==> src/rtl/adder_share_arbiter.sv <==
// adder_share_arbiter: one DATA_W-bit adder shared round-robin by NREQ requesters, registered id-tagged result.
// Defining ADDER_ARB_OVF_EN adds the registered signed-overflow output res_ovf.
module adder_share_arbiter #(
   parameter int NREQ   = 4,
   parameter int DATA_W = 32,
   parameter int CNT_W  = 16
) (
   input  logic                     clk,
   input  logic                     rst_n,
   input  logic [NREQ-1:0]          req_valid,
   output logic [NREQ-1:0]          req_ready,
   input  logic [NREQ*DATA_W-1:0]   req_a,
   input  logic [NREQ*DATA_W-1:0]   req_b,
   output logic                     res_valid,
   input  logic                     res_ready,
   output logic [DATA_W-1:0]        res_data,
   output logic [$clog2(NREQ)-1:0]  res_id,
   output logic [CNT_W-1:0]         op_count
`ifdef ADDER_ARB_OVF_EN
   ,
   output logic                     res_ovf
`endif
);

   localparam int             IDW     = $clog2(NREQ);
   localparam logic [IDW:0]   NREQ_W  = NREQ[IDW:0];
   localparam logic [IDW-1:0] LAST_ID = IDW'(NREQ - 1);

   typedef enum logic [0:0] {
      ST_EMPTY = 1'b0,
      ST_FULL  = 1'b1
   } state_t;

   state_t            state_r;
   state_t            state_next_s;
   logic [IDW-1:0]    rr_ptr_r;
   logic [IDW-1:0]    rr_next_s;
   logic [IDW-1:0]    grant_id_s;
   logic              any_valid_s;
   logic              accept_s;
   logic              xfer_s;
   logic              res_valid_s;
   logic [DATA_W-1:0] op_a_s;
   logic [DATA_W-1:0] op_b_s;
   logic [DATA_W-1:0] sum_s;
   logic [DATA_W-1:0] res_data_r;
   logic [IDW-1:0]    res_id_r;
   logic [CNT_W-1:0]  op_count_r;

   // First set bit of valid at or after ptr, wrapping modulo NREQ.
   function automatic logic [IDW-1:0] rr_pick(input logic [NREQ-1:0] valid,
                                              input logic [IDW-1:0]  ptr);
      logic [2*NREQ-1:0] rot;
      logic [IDW:0]      off;
      logic [IDW:0]      idx;
      logic              found;
      rot   = {valid, valid} >> ptr;
      off   = {(IDW+1){1'b0}};
      found = 1'b0;
      for (int k = 0; k < NREQ; k++) begin
         if (!found && rot[k]) begin
            off   = k[IDW:0];
            found = 1'b1;
         end
      end
      idx = {1'b0, ptr} + off;
      if (idx >= NREQ_W) begin
         idx = idx - NREQ_W;
      end
      return idx[IDW-1:0];
   endfunction

   // Two's-complement overflow: like-signed operands producing an opposite-signed sum.
   function automatic logic add_ovf(input logic a_msb, input logic b_msb, input logic s_msb);
      return (a_msb == b_msb) && (s_msb != a_msb);
   endfunction

   // Next-state logic of the EMPTY/FULL result register.
   always_comb begin
      state_next_s = state_r;
      case (state_r)
         ST_EMPTY: begin
            if (xfer_s) begin
               state_next_s = ST_FULL;
            end else begin
               state_next_s = ST_EMPTY;
            end
         end
         ST_FULL: begin
            if (xfer_s) begin
               state_next_s = ST_FULL;
            end else if (res_ready) begin
               state_next_s = ST_EMPTY;
            end else begin
               state_next_s = ST_FULL;
            end
         end
         default: state_next_s = ST_EMPTY;
      endcase
   end

   // FSM outputs: result valid and whether the register can take a new result this cycle.
   always_comb begin
      res_valid_s = 1'b0;
      accept_s    = 1'b1;
      case (state_r)
         ST_EMPTY: begin
            res_valid_s = 1'b0;
            accept_s    = 1'b1;
         end
         ST_FULL: begin
            res_valid_s = 1'b1;
            accept_s    = res_ready;
         end
         default: begin
            res_valid_s = 1'b0;
            accept_s    = 1'b1;
         end
      endcase
   end

   // Round-robin grant; suppressed during reset and while a held result blocks the register.
   always_comb begin
      any_valid_s = |req_valid;
      grant_id_s  = rr_pick(req_valid, rr_ptr_r);
      if (rst_n && accept_s && any_valid_s) begin
         req_ready = {{(NREQ-1){1'b0}}, 1'b1} << grant_id_s;
      end else begin
         req_ready = {NREQ{1'b0}};
      end
   end

   assign xfer_s = |(req_valid & req_ready);

   // Operand select for the granted requester and the shared add.
   always_comb begin
      op_a_s = {DATA_W{1'b0}};
      op_b_s = {DATA_W{1'b0}};
      for (int k = 0; k < NREQ; k++) begin
         op_a_s = op_a_s | (req_a[k*DATA_W +: DATA_W] & {DATA_W{grant_id_s == k[IDW-1:0]}});
         op_b_s = op_b_s | (req_b[k*DATA_W +: DATA_W] & {DATA_W{grant_id_s == k[IDW-1:0]}});
      end
      sum_s = op_a_s + op_b_s;
      if (grant_id_s == LAST_ID) begin
         rr_next_s = {IDW{1'b0}};
      end else begin
         rr_next_s = grant_id_s + IDW'(1);
      end
   end

   // State register.
   always_ff @(posedge clk or negedge rst_n) begin
      if (!rst_n) begin
         state_r <= ST_EMPTY;
      end else begin
         state_r <= state_next_s;
      end
   end

   // Result, id, counter and pointer registers; all advance only on a transfer.
   always_ff @(posedge clk or negedge rst_n) begin
      if (!rst_n) begin
         res_data_r <= {DATA_W{1'b0}};
         res_id_r   <= {IDW{1'b0}};
         op_count_r <= {CNT_W{1'b0}};
         rr_ptr_r   <= {IDW{1'b0}};
      end else if (xfer_s) begin
         res_data_r <= sum_s;
         res_id_r   <= grant_id_s;
         op_count_r <= op_count_r + CNT_W'(1);
         rr_ptr_r   <= rr_next_s;
      end else begin
         res_data_r <= res_data_r;
         res_id_r   <= res_id_r;
         op_count_r <= op_count_r;
         rr_ptr_r   <= rr_ptr_r;
      end
   end

`ifdef ADDER_ARB_OVF_EN
   logic res_ovf_r;

   // Overflow flag travels with the sum it describes.
   always_ff @(posedge clk or negedge rst_n) begin
      if (!rst_n) begin
         res_ovf_r <= 1'b0;
      end else if (xfer_s) begin
         res_ovf_r <= add_ovf(op_a_s[DATA_W-1], op_b_s[DATA_W-1], sum_s[DATA_W-1]);
      end else begin
         res_ovf_r <= res_ovf_r;
      end
   end

   assign res_ovf = res_ovf_r;
`endif

   assign res_valid = res_valid_s;
   assign res_data  = res_data_r;
   assign res_id    = res_id_r;
   assign op_count  = op_count_r;

endmodule
==> config.mk <==
export PLATFORM = sky130hd
export DESIGN_NAME = adder_share_arbiter
export DESIGN_NICKNAME = d
export VERILOG_FILES = /design/src/rtl/adder_share_arbiter.sv
export SDC_FILE = /design/constraint.sdc
export NUM_CORES = 1
export LEC_CHECK = 0
export BUFFER_PORTS_ARGS = -buffer_cell sky130_fd_sc_hd__buf_2
export CORE_AREA = 2 2 124 126
export CTS_CLUSTER_SIZE = 14
export DETAILED_ROUTE_END_ITERATION = 10
export DIE_AREA = 0 0 126 128
export GPL_ROUTABILITY_DRIVEN = 0
export GPL_TIMING_DRIVEN = 0
export HOLD_SLACK_MARGIN = 0.12
export PLACE_DENSITY = 0.7
export SETUP_SLACK_MARGIN = 0.5
export SYNTH_ARGS = -nofsm -noshare
export SYNTH_HDL_FRONTEND = slang
export SYNTH_SLANG_ARGS = --single-unit
==> constraint.sdc <==
create_clock -name clk -period 6.88 [get_ports clk]
set_input_delay 0.344 -clock clk [delete_from_list [all_inputs] [get_ports clk]]
set_output_delay 0.344 -clock clk [all_outputs]
set_load 0.05 [all_outputs]
**Word-level counts from Yosys, hierarchy flattened**

Index checks and enable logic that the tools add are counted.

- Memories kept: 0
- Bits in latches: 0
- Output and inout port bits: 55
- Bits in read-only memories: 0
- Flip-flop bits (word level): 53
- Input bits: 263
- Word-level logic and storage cells: 58
- Memory bits (writable): 0

- Bitwise logic cells: 16
- Magnitude comparators: 1
- Shift-type cells: 2
- Muxes and demuxes: 15
- Div/mod/pow operators: 0
- Reductions and logical operators: 11
- $mul: 0
- Add/subtract/negate cells: 5
- Equal/unequal tests: 3

Operators with widths:

| kind | count |
|---|---|
| bitwise AND 32 bit | 8 |
| OR 32 bit | 6 |
| adder 32 bit | 1 |
| adder 16 x 1 -> 16 bit, second input constant | 1 |
| OR reduction 4 bit | 2 |
| >> shifter 8 x 2 -> 4 bit | 1 |
| 2-to-1 mux 1 bit | 7 |
| 2-to-1 mux 3 bit | 2 |
| case mux 1 bit (2 select lines) | 3 |
| logical AND 1 bit | 5 |
| bitwise AND 4 bit | 1 |
| == test 2 bit, second input constant | 2 |
| 2-to-1 mux 2 bit | 2 |
| 2-to-1 mux 4 bit | 1 |
| left shift 1 x 2 -> 4 bit, first input constant | 1 |
| adder 2 x 3 -> 3 bit | 1 |
| >= comparator 3 bit, second input constant | 1 |
| zero test 1 bit | 3 |
| adder 2 x 1 -> 2 bit, second input constant | 1 |
| == test 2 x 1 -> 1 bit, second input constant | 1 |
| zero test 2 bit | 1 |
| subtractor 2 x 1 -> 2 bit, second input constant | 1 |
| NOT 1 bit | 1 |

**Longest topological paths before layout**

Gate-level depths: netlist of run 1.

- Depth after elaboration: 20
- Mapped depth: 26
- Gate-level depth less buffers: 22

**Worst setup path after synthesis of run 1**

Ideal clock, no wire load.

- Path kind: register -> register
- Start point: reg rr_ptr_r[0]
- End point: reg res_data_r[31] (netlist: res_data[31])
- Arrival: 5492 ps
- Stages on the path, launching flop included: 25
- Clock period less this slack: 5574 ps
- Path slack: 1306 ps
- Setup time: 82 ps
- Buffers on the path: 5
- Required time: 6798 ps
- Cells stage by stage: dfrtp_1 > buf_6 > o311ai_0 > o21ai_0 > o221ai_1 > ha_1 > xor2_1 > and3_1 > or2_1 > buf_2 > clkbuf_1 > inv_1 > ha_1 > clkbuf_1 > clkbuf_1 > a221o_1 > ha_1 > a21o_1 > a2111oi_0 > o221a_2 > nor3_1 > o221a_2 > o41a_1 > or3_1 > a31oi_1

- Word-level cells in the longest chain between the ends: 20
- Elaborated cells on any way between the ends: 40
- Those cells by class: add/sub (3); order compare (1); eq/ne (3); shift (2); mux (8); bitwise (15); reduce/logical (8)

Ends and longest elaborated chain:

| item | line | source |
|---|---|---|
| start, declared | 36 | `logic [IDW-1:0] rr_ptr_r;` |
| start signal, assigned | 166 | `rr_ptr_r <= {IDW{1'b0}};` |
| start signal, assigned | 171 | `rr_ptr_r <= rr_next_s;` |
| start signal, assigned | 176 | `rr_ptr_r <= rr_ptr_r;` |
| >> shifter 8 x 2 -> 4 bit | 57 | `rot = {valid, valid} >> ptr;` |
| 2-to-1 mux 1 bit | 61 | `if (!found && rot[k]) begin` |
| zero test 1 bit | 61 |  |
| logical AND 1 bit | 61 |  |
| 2-to-1 mux 1 bit | 61 |  |
| zero test 1 bit | 61 |  |
| logical AND 1 bit | 61 |  |
| 2-to-1 mux 1 bit | 61 |  |
| (+3 left out) | -- |  |
| adder 2 x 3 -> 3 bit * | 66 | `idx = {1'b0, ptr} + off;` |
| >= comparator 3 bit / subtractor 2 x 1 -> 2 bit (equally long branches) | 67, 68 |  |
| 2-to-1 mux 2 bit * | 67 | `if (idx >= NREQ_W) begin` |
| net grant_id_s[1] | 38 | `logic [IDW-1:0] grant_id_s;` |
| == test 2 x 1 -> 1 bit / zero test 2 bit (equally long branches) | 140, 141 |  |
| bitwise AND 32 bit (on tied branches) | 140, 141 |  |
| OR 32 bit (on tied branches) (3 in series) | 140, 141 |  |
| adder 32 bit | 143 | `sum_s = op_a_s + op_b_s;` |
| end signal, assigned | 163 | `res_data_r <= {DATA_W{1'b0}};` |
| end signal, assigned | 168 | `res_data_r <= sum_s;` |
| end signal, assigned | 173 | `res_data_r <= res_data_r;` |
| end, declared | 46 | `logic [DATA_W-1:0] res_data_r;` |

Mark *: on every way through the listed nets, which the timed path passes. The rest lies on a longest branch.
A chain may end at the register's enable or synchronous reset.

**Worst setup path after layout of run 1**

Ends and elaborated chain as after synthesis.

==> results of run 1 <==
[per-layer routing]
metal	track usage (%)	vias to the layer above
li1	-	3451
met1	37.8	3304
met2	44.7	353
met3	3.80	44
met4	7.30	0
met5	0	-
[worst max-delay path: stages (launching register included)]
cell and delay [ns]:
dfrtp_1 0.41, buf_6 0.15, o311ai_1 0.30, o21ai_1 0.14, o221ai_1 0.10, ha_2 0.25
xor2_2 0.22, and3_1 0.23, or2_1 0.18, buf_6 0.18, buf_4 0.20, inv_1 0.10
ha_1 0.24, clkbuf_4 0.22, clkbuf_4 0.21, a221o_1 0.34, ha_2 0.34, a21o_1 0.20
a2111oi_1 0.41, o221a_2 0.32, nor3_1 0.10, o221a_2 0.27, o41a_1 0.36, or3_1 0.32
a31oi_1 0.17
[worst max path at each step]
stage                     slack [ns]           end   startpoint
after floorplan                 1.31  res_data[31]  rr_ptr_r[0]
after global placement          -0.1  res_data[31]  rr_ptr_r[0]
after detailed placement       -0.21  res_data[31]  rr_ptr_r[0]
after CTS                       0.52  res_data[31]  rr_ptr_r[0]
after global routing            0.51  res_data[28]  rr_ptr_r[0]
final                           0.80  res_data[31]  rr_ptr_r[0]
[per-stage QoR]
stage	worst slack (ns)	utilization [%]	instance area (um2)	hold slack [ns]	setup TNS [ns]
2_1_floorplan	1.31	-	5570	0.0484	0
4_1_cts	0.516	50.8	7560	0.331	0
5_1_grt	0.507	51.0	7580	0.354	0
6_report	0.797	51.0	7580	0.303	0
3_3_place_gp	-0.0965	49.7	7390	0.451	-0.114
3_5_place_dp	-0.207	49.7	7390	0.452	-0.489
[cells by family after synthesis]
logic type / after synthesis
xor+xnor: 34
compound gates: 250
buf+inv: 70
flops: 53
mux: 4
simple gates: 297
fa+ha+maj: 36
[flip-flops by register name, summed over array words and instances (netlist names)]
signal and cells:
res_data 32, rr_ptr_r 2, op_count 16, state_r 1
res_id 2
[final cells by class]
cell class | instances | area share (%)
diodes | 1 | 0.0330
plain buffers | 58 | 3.47
clock buffers | 6 | 1.70
clock inverters | 2 | 0.182
inverters | 12 | 0.594
multi-input cells | 621 | 52.6
flip-flops and latches | 53 | 17.5
well taps | 188 | 3.10
repair buffers | 316 | 20.9
[synth_stat cells (2+ instances only)]
library cell    n
nor3_1          9
nand3_1        17
buf_1          11
o221ai_1        2
xor2_1         11
inv_1          12
and2_1          8
ha_1           35
or3_1           4
clkbuf_1       37
nor2_1         31
nand4_1         8
a21boi_0        2
buf_2           9
a31oi_1         4
o21a_1          6
o22ai_1        66
o221a_2         2
nor2b_1         2
and4_1          2
o21ai_0        24
a21oi_1        37
or2_1           2
nand2_1       182
xnor2_1        23
nor3b_1         2
a311oi_1        5
nand3b_1        4
a22o_1          3
a221o_1        63
nand2b_1        5
mux2i_1         2
a211o_1         4
a21o_1          8
a211oi_1        3
dfrtp_1        53
and3_1         14
a31o_2          2
o31ai_1         8
nor4_1          2
[what timing repair did]
| action | CTS | global route |
|---|---|---|
| gates resized for setup | 10 | 21 |
| setup endpoints to repair | 22 | 15 |
| cloned | 0 | 0 |
==> flow_summary_export.csv, run 1 <==
group,metric,value,unit
run_status,status,"finished clean",
logic_synthesis,yosys_warnings,0,
route,vias_per_cell,5.69,
sta,setup_viol,0,
sta,post-route-period-util,88.4,%
sta,fmax,164,MHz
sta,rsz0062_at_grt,"no",
logic_synthesis,synth_top_cell_area_share,23.8,%
grt,grt_first_pass_wirelength,35100,um
cts,cts_buffers,5,
route,drtPass1Iterations,5,
logic_synthesis,yosysTopAreaCell,"dfrtp_1",
route,route.top_layer_used,"met4",
grt,grt_use_total,27.2,%
route,dr_wl_met2,11100,um
cts,post_cts_buffers,0,
die,die-area,16100,um2
route,route.detailed.drc,0,
logic_synthesis,avgSynthCellArea,7.49,um2
placed_design,place_hpwl,19300,um
grt,grt_pass1_vias,6519,
route,drtIter0Drc,488,
setup_path,worstPathArrival,6.29,ns
cts,clock-sinks,53,
logic_synthesis,synth-seq-cells,53,
logic_synthesis,postSynth.asyncResetShare,100,%
cells_and_area,final_common_cell,"buf_2",
grt,antenna_found_initial,1,
logic_synthesis,synthAdderAreaFrac,8.22,%
cts,cts_tree,"done",
route,routed_wl,23500,um
cts,clk_pin_slew,0.07,ns
grt,grt_max_degree,55,
setup_path,startpoint_type,"flop",
setup_path,rrSetupSlack,0.80,ns
route,vias,7152,
route,m1WireLength,10100,um
logic_synthesis,synth.area.mux_share,0.831,%
cells_and_area,instances_no_fill,1257,
cts,htreeDepth,2,
sta,relSlewSlack,20.7,%
cells_and_area,multi_input_area,3980,um2
cts,cts_max_path_buffers,2,
setup_path,ff2ff_path_depth,24,
logic_synthesis,synth_area_leaders,"dfrtp_1 (24%), nand2_1 (12%), a221o_1 (11%)",
cts,clock_tree.root_cell,"clkbuf_16",
cells_and_area,area_growth,36.0,%
logic_synthesis,synth-edff-count,0,
sta,tightest_slew,1.19,ns
cells_and_area,nets,1366,
setup_path,cp.required,7.09,ns
die,die_w,126,um
logic_synthesis,synthCells,744,
setup_path,reg2reg_to,"res_data[31]",
setup_path,worstPathMaxFanout,10,
die,start_util,37.5,%
die,placementRows,45,
die,die_h,128,um
logic_synthesis,syn_area,5570,um2
route,postRouteAntennaNets,0,
logic_synthesis,synth.distinct_cells,60,
route,dr_wl_met3,1790,um
setup_path,crit_type,"reg2reg",
route,wl_per_cell,18.7,um
logic_synthesis,synth_fp_nets,1043,
sta,finalHoldViolations,0,
logic_synthesis,synth_compound_area_share,33.1,%
cells_and_area,regArea,1330,um2
cells_and_area,drive_gt1_share,33.5,%
job,drv_cap,0,
grt,overflow,0,
die,io_pins,318,
die,core,14900,um2
setup_path,end_kind,"flop",
sta,finalMaxSlewViolations,0,
cells_and_area,fillCellCount,1579,
setup_path,reg2reg_from,"rr_ptr_r[0]",
min_path,hold_path_class,"in2async",
sta,fin_skew,0.00507,ns
placed_design,dp_cells,1248,
logic_synthesis,synth_top_family_by_area,"compound AO/OA/AOI/OAI gates",
cts,worstSkewPairLatency,0.29,ns
logic_synthesis,seq_area_frac_synth,23.8,%
cts,holdBufCountCts,0,
sta,fin_crit,6.08,ns
placed_design,io_buffers,316,
logic_synthesis,synthXorXnorAreaFrac,5.34,%
logic_synthesis,synth-simple-area-share,23.7,%
cells_and_area,final_cell_mix,"buf_2 (324), nand2_1 (182), o22ai_1 (66)",
logic_synthesis,synth_flop_cell,"dfrtp_1",
Power of run 1 is left out: the tool's default activity adds up to more than one toggle a clock period on the data nets, which glitch-free logic cannot reach.
==> run 2: changes to the inputs <==
CTS_CLUSTER_SIZE = 8   (was 14)
MAX_ROUTING_LAYER = met4   (was not set)
PLACE_DENSITY = 0.75   (was 0.7)
==> run 2 against run 1 <==
Effect of this change:
- global-route usage rose by 0.76 points
- highest routed layer unchanged
- count of clock-buffer cells in the layout fell by 1
- flip-flop and latch count unchanged
==> flow_summary_export.csv, run 2 (synthesis gave the netlist of run 1 again) <==
group,metric,value,unit
run_status,status,"finished clean",
die,io_pins,318,
die,die_w,126,um
die,start_util,37.5,%
cells_and_area,nets,1367,
setup_path,slowest_stage,"ha_1",
sta,fin_skew,0.00771,ns
route,wl_per_cell,18.6,um
route,drtPass1Iterations,5,
route,vias,7245,
sta,finalMaxSlewViolations,0,
setup_path,rrSetupSlack,0.83,ns
setup_path,reg2reg_to,"res_data[28]",
setup_path,reg2reg_from,"rr_ptr_r[0]",
sta,fmax,165,MHz
sta,relSlewSlack,18.8,%
cells_and_area,drive_gt1_share,33.7,%
job,drv_cap,0,
setup_path,cp_top_family,"compound AO/OA/AOI/OAI gates",
setup_path,end_kind,"flop",
sta,finalHoldViolations,0,
cells_and_area,area_growth,36.5,%
route,postRouteAntennaNets,0,
grt,grt_pass1_vias,6646,
placed_design,io_buffers,316,
cells_and_area,fin_util,51.2,%
grt,grt_first_pass_wirelength,34700,um
die,core,14900,um2
setup_path,crit_type,"reg2reg",
setup_path,critPathMaxStageDelay,0.43,ns
min_path,hold_path_class,"in2async",
sta,tightest_slew,1.22,ns
route,vias_per_cell,5.75,
placed_design,place_hpwl,19000,um
grt,antenna_found_initial,0,
setup_path,worstPathArrival,6.23,ns
sta,tns,0,ns
cts,clock-sinks,53,
setup_path,startpoint_type,"flop",
sta,fin_crit,6.05,ns
die,die_h,128,um
cts,holdBufCountCts,0,
grt,overflow,0,
cells_and_area,final_common_cell,"buf_2",
sta,post-route-period-util,87.9,%
grt,grt_max_degree,55,
setup_path,worstPathMaxFanout,10,
sta,setup_viol,0,
die,die-area,16100,um2
setup_path,cp.required,7.06,ns
grt,grt_use_total,28.0,%
route,drtIter0Drc,490,
setup_path,path_common_cell,"and3_1",
cells_and_area,final_cell_mix,"buf_2 (327), nand2_1 (182), o22ai_1 (66)",
setup_path,ff2ff_path_depth,24,
setup_path,crit_chain,"buf_6 -> o311ai_1 -> o21ai_0 -> o221ai_1 -> ha_2 -> xor2_2 -> and3_1 -> or2_1 -> buf_6 -> buf_4 -> inv_1 -> ha_1 -> clkbuf_4 -> clkbuf_2 -> a221o_1 -> ha_1 -> and3_1 -> nand4_1 -> a211o_1 -> and3_1 -> or3_1 -> a31oi_1 -> nor3_1 -> o31ai_1",
cts,cts_tree,"done",
die,placementRows,45,
cts,htreeDepth,2,
cts,cts_buffers,5,
cts,cts_max_path_buffers,2,
cells_and_area,largest_reg_flops,32,
cts,clock_tree.root_cell,"clkbuf_16",
route,route.detailed.drc,0,
cts,clk_pin_slew,0.08,ns
cts,worstSkewPairLatency,0.30,ns
setup_path,path_buf_inv,6,
sta,rsz0062_at_grt,"no",
route,routed_wl,23400,um
-- run 2: cell types whose count changed in the layout (fill, tap and decap cells not counted), sizes merged --
cell    previous run  this run
diode              1         2
inv               13        14
buf              338       342
clkbuf            42        38
-- run 2: timing repair --
item | CTS | global route
endpoints found under the hold margin | 0 | 0
buffers inserted | 1 | 0
gates resized for setup | 9 | 21
endpoints found under the setup margin | 21 | 17
-- run 2: how the worst max path moves through the flow --
stage	startpoint	to	slack, ns	depth (start not counted)
detailed placement	rr_ptr_r[0]	res_data[31]	-0.18	24
CTS	rr_ptr_r[0]	res_data[31]	0.58	24
global placement	rr_ptr_r[0]	res_data[31]	-0.07	24
global route	rr_ptr_r[0]	res_data[28]	0.53	25
finish	rr_ptr_r[0]	res_data[28]	0.83	24
floorplan	rr_ptr_r[0]	res_data[31]	1.31	24
-- run 2: area by class of cell --
class | instances | area, um2
tap | 188 | 235
sequential | 53 | 1330
multi-input combinational | 621 | 3990
inverter | 12 | 45.0
clock buffer | 5 | 125
timing repair buffer | 317 | 1590
buffer | 58 | 259
antenna | 2 | 5.00
clock inverter | 3 | 28.8
fill | 1542 | 7260
-- run 2: stage by stage --
stage                     instances  hold WS [ns]  setup WS [ns]  instance area (um2)
after floorplan                 744        0.0484           1.31                 5570
after global placement         1248         0.449        -0.0737                 7390
after detailed placement       1248         0.451         -0.180                 7390
after CTS                      1257         0.321          0.576                 7570
after global routing           1257         0.330          0.526                 7600
final                          1259         0.294          0.834                 7610
-- run 2: layer usage --
metal,GRT usage [%],wire (um),vias up
met5,-,0,-
met4,7.50,599,0
met3,4.92,1970,45
met2,45.2,11000,370
met1,36.4,9800,3365
li1,-,-,3465
Power of run 2 is left out for the same reason.
==> run 3: changes to the inputs <==
BUFFER_PORTS_ARGS = -buffer_cell sky130_fd_sc_hd__buf_4   (was -buffer_cell sky130_fd_sc_hd__buf_2)
PLACE_DENSITY = 0.7   (was 0.75)
==> run 3 against run 2 <==
Effect of this change:
- register-to-register slack about the same
- count of clock-buffer cells in the layout did not move
- routed wire length rose by 2.4%
- critical endpoint is now res_data[31]
- largest cell class unchanged
==> flow_summary_export.csv, run 3 (synthesis gave the netlist of run 1 again) <==
group,metric,value,unit
cells_and_area,nets,1366,
grt,antenna_found_initial,1,
setup_path,crit_type,"reg2reg",
die,die_w,126,um
sta,finalMaxSlewViolations,0,
sta,rsz0062_at_grt,"yes",
sta,setup_viol,0,
sta,fmax,166,MHz
placed_design,place_area,8180,um2
die,placementRows,45,
die,core,14900,um2
cts,cts_max_path_buffers,2,
route,vias,7098,
sta,finalHoldViolations,0,
setup_path,critPathCapture,"res_data[31]",
setup_path,reg2reg_to,"res_data[31]",
setup_path,cp-startpoint,"rr_ptr_r[0]",
route,wl_per_cell,19.1,um
setup_path,cp.required,7.10,ns
setup_path,worstPathMaxFanout,10,
setup_path,worstPathArrival,6.26,ns
grt,grt_use_total,28.8,%
die,die-area,16100,um2
cts,worstSkewPairLatency,0.29,ns
grt,grt_first_pass_wirelength,36200,um
die,io_pins,318,
cells_and_area,largest_reg_flops,32,
setup_path,startpoint_type,"flop",
route,routed_wl,24000,um
cts,clock-sinks,53,
cells_and_area,final_common_cell,"buf_4",
sta,post-route-period-util,87.8,%
cts,clk_pin_slew,0.08,ns
min_path,hold_path_class,"in2async",
placed_design,io_buffers,316,
cts,cts_buffers,5,
cts,clock_tree.root_cell,"clkbuf_16",
sta,fin_crit,6.04,ns
cells_and_area,final_cell_mix,"buf_4 (318), nand2_1 (182), o22ai_1 (66)",
route,postRouteAntennaNets,0,
sta,relSlewSlack,35.0,%
sta,fin_skew,0.00571,ns
cts,post_cts_buffers,0,
sta,tightest_slew,0.967,ns
route,drtPass1Iterations,5,
setup_path,ff2ff_path_depth,24,
cts,cts_tree,"done",
grt,grt_max_degree,55,
job,drv_cap,0,
placed_design,dp_slack,-0.0481,ns
setup_path,end_kind,"flop",
route,drtIter0Drc,453,
grt,grt_pass1_vias,6679,
die,die_h,128,um
sta,worst_hold_slack,0.0944,ns
placed_design,place_hpwl,19700,um
cts,htreeDepth,2,
cells_and_area,drive_gt1_share,33.5,%
cells_and_area,area_growth,50.2,%
route,route.detailed.drc,0,
route,vias_per_cell,5.65,
grt,overflow,0,
die,start_util,37.5,%
run_status,status,"finished clean",
sta,fin_ws,0.841,ns
setup_path,reg2reg_from,"rr_ptr_r[0]",
cts,holdBufCountCts,0,
cells_and_area,stdcell_area,8370,um2
setup_path,rrSetupSlack,0.84,ns
-- run 3: final cells by class --
type,count,area [um2]
fill,1501,6490
sequential,53,1330
clock buffer,5,125
multi-input combinational,621,3990
clock inverter,3,21.3
antenna,1,2.50
buffer,58,255
inverter,12,45.0
timing repair buffer,316,2370
tap,188,235
-- run 3: worst min path at each step --
| stage | end | slack (ns) | cells past startpoint | start |
|---|---|---|---|---|
| floorplan | op_count[0] | 0.05 | 0 | rst_n |
| global placement | op_count[14] | 0.43 | 1 | rst_n |
| detailed placement | op_count[12] | 0.44 | 1 | rst_n |
| CTS | res_data[31] | 0.13 | 1 | rst_n |
| global route | op_count[12] | 0.16 | 1 | rst_n |
| finish | res_data[14] | 0.09 | 1 | rst_n |
-- run 3: metrics by stage --
step | instances | util [%] | TNS, ns
6_report | 1257 | 56.3 | 0
5_1_grt | 1257 | 56.3 | 0
3_5_place_dp | 1248 | 55.0 | -0.0481
2_1_floorplan | 744 | - | 0
4_1_cts | 1256 | 56.1 | 0
3_3_place_gp | 1248 | 55.0 | -0.0505
-- run 3: critical path, stage by stage, from the launching register on --
cell	delay, ns
dfrtp_1	0.41
buf_6	0.16
o311ai_1	0.27
o21ai_0	0.14
o221ai_1	0.10
ha_2	0.25
xor2_2	0.21
and3_1	0.23
or2_1	0.17
buf_4	0.21
buf_4	0.21
inv_1	0.08
ha_1	0.24
clkbuf_4	0.24
clkbuf_1	0.30
a221o_1	0.44
ha_1	0.38
and3_1	0.25
and3_1	0.19
o21ai_0	0.22
nand4b_1	0.13
o221a_2	0.30
o41a_1	0.35
or3_1	0.31
a31oi_1	0.16
-- run 3: per-layer routing --
layer	vias to the layer above	routed length, um	GRT usage [%]
li1	3445	-	-
met1	3316	10600	38.7
met2	302	11500	47.6
met3	35	1340	2.50
met4	0	567	6.27
met5	-	0	-
-- run 3: repair_timing --
item	CTS	global route
endpoints found under the setup margin	19	17
hold endpoints to repair	0	0
resized for setup	8	17
pin swaps	0	0
Power of run 3 is left out for the same reason.
